$ cat src/rtl/chroni_pkg.sv
// Shared constants and types for the chroni text-mode scanline path.
package chroni_pkg;

  localparam int GLYPH_W = 8;
  localparam int GLYPH_H = 8;
  localparam int SCAN_W  = $clog2(GLYPH_H);
  localparam int FONT_AW = 11;

  typedef enum logic [1:0] {
    FS_IDLE,
    FS_RUN,
    FS_DRAIN
  } fetch_state_e;

  // Font ROM layout: eight consecutive bytes per glyph, one per scanline.
  function automatic logic [FONT_AW-1:0] font_index(input logic [GLYPH_W-1:0] code,
                                                    input logic [SCAN_W-1:0]  scan);
    return {code, scan};
  endfunction

endpackage

$ cat src/rtl/chroni_line_buf.sv
// Ping-pong glyph line buffer: simple dual-port RAM, bank select is the address MSB.
module chroni_line_buf
  import chroni_pkg::*;
#(
  parameter int AW = 8
) (
  input  logic               vga_clk,
  input  logic               wr_en,
  input  logic [AW-1:0]      wr_addr,
  input  logic [GLYPH_W-1:0] wr_data,
  input  logic               rd_en,
  input  logic [AW-1:0]      rd_addr,
  output logic [GLYPH_W-1:0] rd_data
);

  logic [GLYPH_W-1:0] mem_q [2**AW];
  logic [GLYPH_W-1:0] rd_data_q;

  // No reset here so the array maps onto block RAM; the read register holds when rd_en is low.
  always_ff @(posedge vga_clk) begin
    if (wr_en) begin
      mem_q[wr_addr] <= wr_data;
    end
    if (rd_en) begin
      rd_data_q <= mem_q[rd_addr];
    end
  end

  assign rd_data = rd_data_q;

endmodule

$ cat src/rtl/chroni_text_fetch.sv
// Character-mode scanline prefetcher: text -> font lookup -> back buffer,
// while the front buffer is serialized MSB first at one pixel per clock.
module chroni_text_fetch
  import chroni_pkg::*;
#(
  parameter int COLS    = 80,
  parameter int TEXT_AW = 12
) (
  input  logic               vga_clk,
  input  logic               reset_n,
  input  logic               fetch_start,
  input  logic [TEXT_AW-1:0] fetch_addr,
  input  logic [SCAN_W-1:0]  fetch_scan,
  output logic               fetch_busy,
  output logic [TEXT_AW-1:0] text_addr,
  input  logic [GLYPH_W-1:0] text_data,
  output logic [FONT_AW-1:0] font_addr,
  input  logic [GLYPH_W-1:0] font_data,
  input  logic               swap,
  input  logic               pix_start,
  output logic               pix_out,
  output logic               pix_valid,
  output logic               overrun
);

  localparam int CW = (COLS > 1) ? $clog2(COLS) : 1;

  // cyc_q holds the number of the fetch cycle currently in progress (1 = first address out).
  localparam logic [8:0]    CYC_LAST_ISSUE = 9'(COLS);
  localparam logic [8:0]    CYC_FONT_FIRST = 9'd2;
  localparam logic [8:0]    CYC_FONT_LAST  = 9'(COLS + 1);
  localparam logic [8:0]    CYC_WR_FIRST   = 9'd4;
  localparam logic [8:0]    CYC_WR_LAST    = 9'(COLS + 3);
  localparam logic [8:0]    CYC_END        = 9'(COLS + 4);
  localparam logic [CW-1:0] COL_LAST       = CW'(COLS - 1);

  fetch_state_e        state_q, state_d;
  logic [8:0]          cyc_q, cyc_d;
  logic                busy_q, busy_d;
  logic [TEXT_AW-1:0]  text_addr_q, text_addr_d;
  logic [FONT_AW-1:0]  font_addr_q, font_addr_d;
  logic [SCAN_W-1:0]   scan_q, scan_d;

  logic                front_q, front_d;
  logic                overrun_q, overrun_d;
  logic                valid_q, valid_d;
  logic [CW-1:0]       col_q, col_d;
  logic [2:0]          bit_q, bit_d;

  logic                swap_ok;
  logic                wr_en;
  logic [CW-1:0]       wr_col;
  logic                rd_en;
  logic [CW-1:0]       rd_col;
  logic [GLYPH_W-1:0]  rd_data;

  always_comb begin
    state_d     = state_q;
    cyc_d       = cyc_q;
    busy_d      = busy_q;
    text_addr_d = text_addr_q;
    font_addr_d = font_addr_q;
    scan_d      = scan_q;
    case (state_q)
      FS_IDLE: begin
        if (fetch_start) begin
          state_d     = FS_RUN;
          cyc_d       = 9'd1;
          busy_d      = 1'b1;
          text_addr_d = fetch_addr;
          scan_d      = fetch_scan;
        end
      end
      FS_RUN: begin
        cyc_d = cyc_q + 9'd1;
        if (cyc_q < CYC_LAST_ISSUE) begin
          text_addr_d = text_addr_q + TEXT_AW'(1);
        end
        if (cyc_q == CYC_LAST_ISSUE) begin
          state_d = FS_DRAIN;
        end
      end
      FS_DRAIN: begin
        cyc_d = cyc_q + 9'd1;
        if (cyc_q == CYC_END) begin
          state_d = FS_IDLE;
          busy_d  = 1'b0;
        end
      end
      default: state_d = FS_IDLE;
    endcase
    if (state_q != FS_IDLE && cyc_q >= CYC_FONT_FIRST && cyc_q <= CYC_FONT_LAST) begin
      font_addr_d = font_index(text_data, scan_q);
    end
  end

  // The glyph byte for column i arrives in cycle 4+i and is written at the end of that cycle.
  assign wr_en  = (state_q != FS_IDLE) && (cyc_q >= CYC_WR_FIRST) && (cyc_q <= CYC_WR_LAST);
  assign wr_col = CW'(cyc_q - CYC_WR_FIRST);

  always_comb begin
    swap_ok   = swap && !busy_q && !valid_q;
    front_d   = front_q ^ swap_ok;
    overrun_d = overrun_q | (swap && !swap_ok);
    valid_d   = valid_q;
    col_d     = col_q;
    bit_d     = bit_q;
    rd_en     = 1'b0;
    rd_col    = col_q + CW'(1);
    if (pix_start) begin
      valid_d = 1'b1;
      col_d   = '0;
      bit_d   = 3'd7;
      rd_en   = 1'b1;
      rd_col  = '0;
    end else if (valid_q) begin
      if (bit_q != 3'd0) begin
        bit_d = bit_q - 3'd1;
      end else begin
        bit_d = 3'd7;
        if (col_q == COL_LAST) begin
          valid_d = 1'b0;
        end else begin
          col_d = col_q + CW'(1);
          rd_en = 1'b1;
        end
      end
    end
  end

  always_ff @(posedge vga_clk or negedge reset_n) begin
    if (!reset_n) begin
      state_q     <= FS_IDLE;
      cyc_q       <= '0;
      busy_q      <= 1'b0;
      text_addr_q <= '0;
      font_addr_q <= '0;
      scan_q      <= '0;
      front_q     <= 1'b0;
      overrun_q   <= 1'b0;
      valid_q     <= 1'b0;
      col_q       <= '0;
      bit_q       <= 3'd7;
    end else begin
      state_q     <= state_d;
      cyc_q       <= cyc_d;
      busy_q      <= busy_d;
      text_addr_q <= text_addr_d;
      font_addr_q <= font_addr_d;
      scan_q      <= scan_d;
      front_q     <= front_d;
      overrun_q   <= overrun_d;
      valid_q     <= valid_d;
      col_q       <= col_d;
      bit_q       <= bit_d;
    end
  end

  // front_d on the read side lets a same-cycle legal swap steer the first read to the new front.
  chroni_line_buf #(
    .AW(CW + 1)
  ) u_line_buf (
    .vga_clk (vga_clk),
    .wr_en   (wr_en),
    .wr_addr ({~front_q, wr_col}),
    .wr_data (font_data),
    .rd_en   (rd_en),
    .rd_addr ({front_d, rd_col}),
    .rd_data (rd_data)
  );

  assign fetch_busy = busy_q;
  assign text_addr  = text_addr_q;
  assign font_addr  = font_addr_q;
  assign overrun    = overrun_q;
  assign pix_valid  = valid_q;
  assign pix_out    = valid_q & rd_data[bit_q];

endmodule

$ cat config.mk
export PLATFORM = sky130hd
export DESIGN_NAME = chroni_text_fetch
export DESIGN_NICKNAME = d
export VERILOG_FILES = /design/src/rtl/chroni_pkg.sv /design/src/rtl/chroni_line_buf.sv /design/src/rtl/chroni_text_fetch.sv
export SDC_FILE = /design/constraint.sdc
export NUM_CORES = 2
export LEC_CHECK = 0
export BUFFER_PORTS_ARGS = -buffer_cell sky130_fd_sc_hd__buf_2
export CAP_MARGIN = 20
export CORE_ASPECT_RATIO = 0.7
export CORE_MARGIN = 4
export CORE_UTILIZATION = 38
export CTS_CLUSTER_SIZE = 28
export DETAILED_ROUTE_END_ITERATION = 12
export GPL_ROUTABILITY_DRIVEN = 0
export PLACE_DENSITY = 0.56
export SLEW_MARGIN = 10
export SYNTH_ARGS = -nofsm -noshare
export SYNTH_HDL_FRONTEND = slang
export SYNTH_SLANG_ARGS = --single-unit
$ cat constraint.sdc
create_clock -name vga_clk -period 2.7 [get_ports vga_clk]
set_input_delay 0.54 -clock vga_clk [delete_from_list [all_inputs] [get_ports vga_clk]]
set_output_delay 0.54 -clock vga_clk [all_outputs]
set_load 0.05 [all_outputs]
* Yosys cells after proc, flatten, opt, wreduce, memory -nomap -nowiden
Memory sizes are Yosys's and may differ from the RTL's. A register that Yosys moved wholly into a read port is not among the register bits.
Cells that the tools add are included.
** Word-level totals
- Bits in writable memories :: 2048
- Logic and storage cells :: 93
- Memories kept :: 1
- Register bits :: 51
** Memory list
- u_line_buf.mem_q :: depth 256, bits a word 8, rd ports 1, clocked after memory_dff 1, wr ports 1, RTL line chroni_line_buf.sv:16 : logic [GLYPH_W-1:0] mem_q [2**AW];
** Cells by class
- Reductions and logical operators :: 24
- Mux-type cells :: 31
- $add $sub $neg :: 5
- Eq/ne operators :: 11
- Bitwise gates (word level) :: 4
- Order comparisons :: 6
** Operators with widths (count)
- $mux 7 :: 5
- $mux 12 :: 2
- $pmux 12 s2 :: 1
- $eq 9x7->1 const B :: 2
- $le 9x7->1 const B :: 2
- $pmux 9 s2 :: 1
- $add 12x1->12 const B :: 1
- $mux 1 :: 12
- $ne 2x2->1 const B :: 6
- $reduce_and 3->1 :: 4
- $reduce_bool 2->1 :: 5
- $add 9x1->9 const B :: 1
- $ge 9x2->1 const B :: 1
- $ge 9x3->1 const B :: 1
- $lt 9x7->1 const B :: 1
- $mux 3 :: 3
- $mux 9 :: 1
- $add 7x1->7 const B :: 1
- $eq 7x7->1 const B :: 1
- $logic_and 1x1->1 :: 7
- $sub 7x3->7 const B :: 1
- $mux 2 :: 3
- $pmux 2 s3 :: 1
- $lt 3x4->1 const B :: 1
- other kinds (14) :: 17

* Logic depth before layout (Yosys ltp)
- Depth after elaboration :: 6
- Depth in mapped cells :: 13

* Modules after synthesis
Synthesis repeated with hierarchy kept, for this count alone.
** Second synthesis, totals
- Cells, all modules :: 4035
- Area total of the unflattened synthesis :: 82644.3 µm²
** By module, submodules not included
- chroni_line_buf :: cells an instance 3733, times used 1, area an instance 79636.4 µm², sequential area each 61739.2 µm²
- chroni_text_fetch :: cells an instance 302, times used 1, area an instance 3007.9 µm², sequential area each 1280.0 µm²

* Least setup slack after synthesis
No wires, ideal clock.
- Path type :: register to register
- From :: register col_q[1]
- To :: register u_line_buf.rd_data_q[2], in the netlist u_line_buf.rd_data[2] (read register of u_line_buf.mem_q) (data pin)
- Arrival :: 2662 ps
- Period minus slack after synthesis :: 2948 ps
- Slack :: -248 ps
- Required time :: 2414 ps
- Path buffers :: 2
- Library setup time :: 286 ps
- Cell stages (with the launch flop) :: 12
- Cell sequence :: dfrtp_1 ha_1 and3_1 buf_4 mux2_2 buf_4 mux4_2 nor2_1 nor3_1 or4b_1 o22ai_1 a211oi_1
** On the way
- Longest elaborated chain between the ends :: 5
- Elaborated cells between the ends (all ways) :: 7
- Classes of those cells :: add/sub: 1; eq/ne: 1; mux: 5
** RTL lines
- start: declaration :: RTL line chroni_text_fetch.sv:47 : logic [CW-1:0] col_q, col_d;
- start signal: assignment :: RTL line chroni_text_fetch.sv:154 : col_q <= col_d;
- $eq 7x7->1 :: RTL line chroni_text_fetch.sv:121 : if (col_q == COL_LAST) begin
- $mux 1 :: RTL line chroni_text_fetch.sv:121
- $mux 1 :: RTL line chroni_text_fetch.sv:117 : if (bit_q != 3'd0) begin
- $mux 1 :: RTL line chroni_text_fetch.sv:116 : end else if (valid_q) begin
- $mux 1 :: RTL line chroni_text_fetch.sv:110 : if (pix_start) begin
- end: declaration :: RTL line chroni_line_buf.sv:17 : logic [GLYPH_W-1:0] rd_data_q;
Parallel ways exist; a longest one is shown, timed or not.
A chain may end at the register's enable or synchronous reset.

* Worst setup path after layout
- From :: register col_q[0]
- To :: register u_line_buf.rd_data_q[2], in the netlist u_line_buf.rd_data[2] (read register of u_line_buf.mem_q) (data pin)
Same word-level chain as after synthesis.

==> reports/results.ini <==
[status]
status=finished with violations
failed_checks=setup timing

[clock_network]
clockRootBuffer=clkbuf_16
cts.path.max_buffers=4
cts-buffers-inserted=202
clk_pin_slew_worst_paths_ps=60
cts.htree.levels=4
clkLatencyLatePin_ps=850
clock-sinks=2107
cts_tree=yes

[place]
place_hpwl_um=178000
placed_cell_area_mm2=0.0971
io_buffers=62

[layout]
area_growth_pct=27.2
fin_util_pct=48.6
final_common_cell=edfxtp_1
stdcell_area_mm2=0.107
final_cell_mix=2056 x edfxtp_1, 840 x nand2_1, 768 x conb_1, 698 x buf_4, 296 x nand3_1
fillers=18845
finalNetCount=7054
diodes=0
drive_gt1_share_pct=25.0

[routing]
routedWlPerCell_um=26.5
drt_iter0_markers=7292
ant_nets=0
via_per_inst=5.43
drc=0
drt-total-wl_um=267000
route.vias.total=54781
drtPass1Iterations=6

[floorplanning]
die_h_um=402
num_io_pins=63
rows=144
dieWidth_um=570
start_util_pct=38.2
coreArea_mm2=0.220
die_area_mm2=0.229

[sta]
fmax_mhz=280
fin_crit_ps=3570
setup_ws_ps=-867
tightest_slew_ps=797
setup_viol=9
slew_headroom_pct=46.6
slew_viol_final=0
finClkSkew_ps=57.9
finalHoldViolCount=0
timing.final.crit_share_pct=132
rsz0062_at_grt=true

[worst_setup_path]
rrSetupSlack_ps=-870
crit_required_ps=3390
crit_path_frequent_cell=buf_4
cp_slowest_stage_delay_ps=520
cp-start-kind=flop
path_cells=ha_4 -> buf_8 -> a311oi_1 -> a211oi_4 -> buf_4 -> buf_12 -> a31oi_1 -> o21ai_0 -> o2111a_1 -> buf_4 -> a311oi_4 -> a2111oi_2 -> a211oi_1
crit_buf_inv=4
path_max_fanout=10
critPathTopFamily=compound AO/OA/AOI/OAI gates
worstSetupEndpointType=flop
cp_slowest_cell=dfrtp_4
crit_type=reg2reg
crit_arrival_ps=4260

[logic_synthesis]
yosysWarnings=0
ys.flop_type=edfxtp_1
syn_inst=5386
ys_async_sr_fraction_pct=2.42
synthesis.area_mm2=0.0841
synth_edf_count=2056
yosys_register_bits=2107
synth_cell_type_count=85
syn_avg_cell_area_um2=15.6
seq_area_frac_synth_pct=74.9

[power]
pwr-share-comb_pct=3.7
switching_share_pct=21.0
power_frac_clock_pct=41.4
p_per_area_mw_per_mm2=633
power.switching_mw=14.2
cellLeakagePower_nw=37.8
vdd_drop_max_mv=0.482
seqPwrFrac_pct=54.9
intPower_mw=53.5

[grt]
grt_pass1_wl_um=382000
antenna_found_initial=12
grt_max_degree=103
grt.overflow.total=0
grt_pass1_vias=52838
grt_usage_pct=22.9

[flow_run]
maxCapViolations=0

[min_path]
hp-class=in2reg

[final cells by class]
type	instances	area (um2)	share of cell area, %
flip-flops and latches	2107	63000	58.9
multi-input cells	3665	23700	22.1
repair buffers	1015	10200	9.50
clock buffers	261	5430	5.08
well taps	2920	3650	3.42
clock inverters	103	950	0.888
inverters	16	67.6	0.0632
[stage by stage]
step                worst slack [ps]  std cells  TNS [ps]  hold WS, ps  total power, mW
finish                          -867      10087     -6370         61.2             67.8
CTS                             -751      10075     -5890         3.82             68.1
global route                    -892      10087     -6900         46.1             69.9
floorplan                      -81.0       6153      -242          244             38.9
detailed placement             -1460       9608   -294390          477             40.3
global placement               -1570       9605   -287440          472             40.2
[cell usage after synthesis, types with 53 or more instances]
| library cell | count | area, um2 |
|---|---|---|
| a21oi_1 | 135 | 676 |
| mux2_2 | 73 | 822 |
| nor2_1 | 233 | 875 |
| edfxtp_1 | 2056 | 61700 |
| buf_4 | 70 | 526 |
| and3_1 | 93 | 582 |
| mux4_2 | 149 | 3360 |
| nand3_1 | 306 | 1530 |
| o221ai_1 | 62 | 543 |
| mux2i_1 | 149 | 1490 |
| clkbuf_1 | 106 | 398 |
| o21ai_0 | 112 | 561 |
| a211oi_1 | 53 | 398 |
| a31oi_1 | 159 | 995 |
| nand2_1 | 847 | 3180 |
| buf_2 | 161 | 806 |
[flip-flops by register name, summed over array words and instances, names as in the netlist]
signal / cells
u_line_buf.mem_q: 2048
text_addr: 12
font_addr: 11
cyc_q: 9
u_line_buf.rd_data: 8
col_q: 7
bit_q: 3
scan_q: 3
state_q: 2
fetch_busy: 1
front_q: 1
overrun: 1
pix_valid: 1
[worst reg2reg max path, delay by kind of cell, from the launching register on]
family                   cells  cell delay, ps
flip-flops                   1             520
adder cells (fa/ha/maj)      1             260
AO/OA/AOI/OAI                8            1970
buffers and inverters        4             670
[layer usage]
metal	routed length (um)	global-route usage, %	share of wire (%)
met2	111000	32.2	42
met4	6120	4.91	2.3
met1	117000	34.7	44
met5	12	0	0.0045
met3	33100	7.20	12
[cell families after synthesis]
kind of cell / share of synthesized area (%)
AOI/OAI and AO/OA: 7.02
adders and majority gates: 0.164
DFF: 74.9
other: 0.00446
buffers and inverters: 2.32
and+or+nand+nor: 8.59
muxes: 6.79
xor gates and xnor gates: 0.156
[repair_timing]
action	4_1_cts	5_1_grt
resized for setup	396	83
endpoints found under the setup margin	1041	746
hold buffers	23	0
pin swaps	72	23
buffers inserted	77	9
hold endpoints to repair	42	0
cloned	7	3
[power by group through the flow]
stage,clock network [mW],registers (mW),logic (mW)
2_1_floorplan,0,37.8,1.02
3_3_place_gp,0,37.9,2.32
3_5_place_dp,0,37.9,2.35
4_1_cts,28.5,37.2,2.46
5_1_grt,29.9,37.3,2.72
6_report,28.0,37.2,2.52
[final timing paths]
| path | startpoint | endpoint | cells past startpoint |
|---|---|---|---|
| setup / recovery | col_q[0] | u_line_buf.rd_data[2] | 13 |
| setup reg to reg | col_q[0] | u_line_buf.rd_data[2] | 13 |
| hold reg to reg | overrun | overrun | 1 |
| min in group asynchronous | reset_n | text_addr[5] | 2 |
| max in group asynchronous | reset_n | font_addr[2] | 3 |
| hold / removal | fetch_addr[5] | text_addr[5] | 3 |
Note: power is estimated with default switching activity, not from simulation.
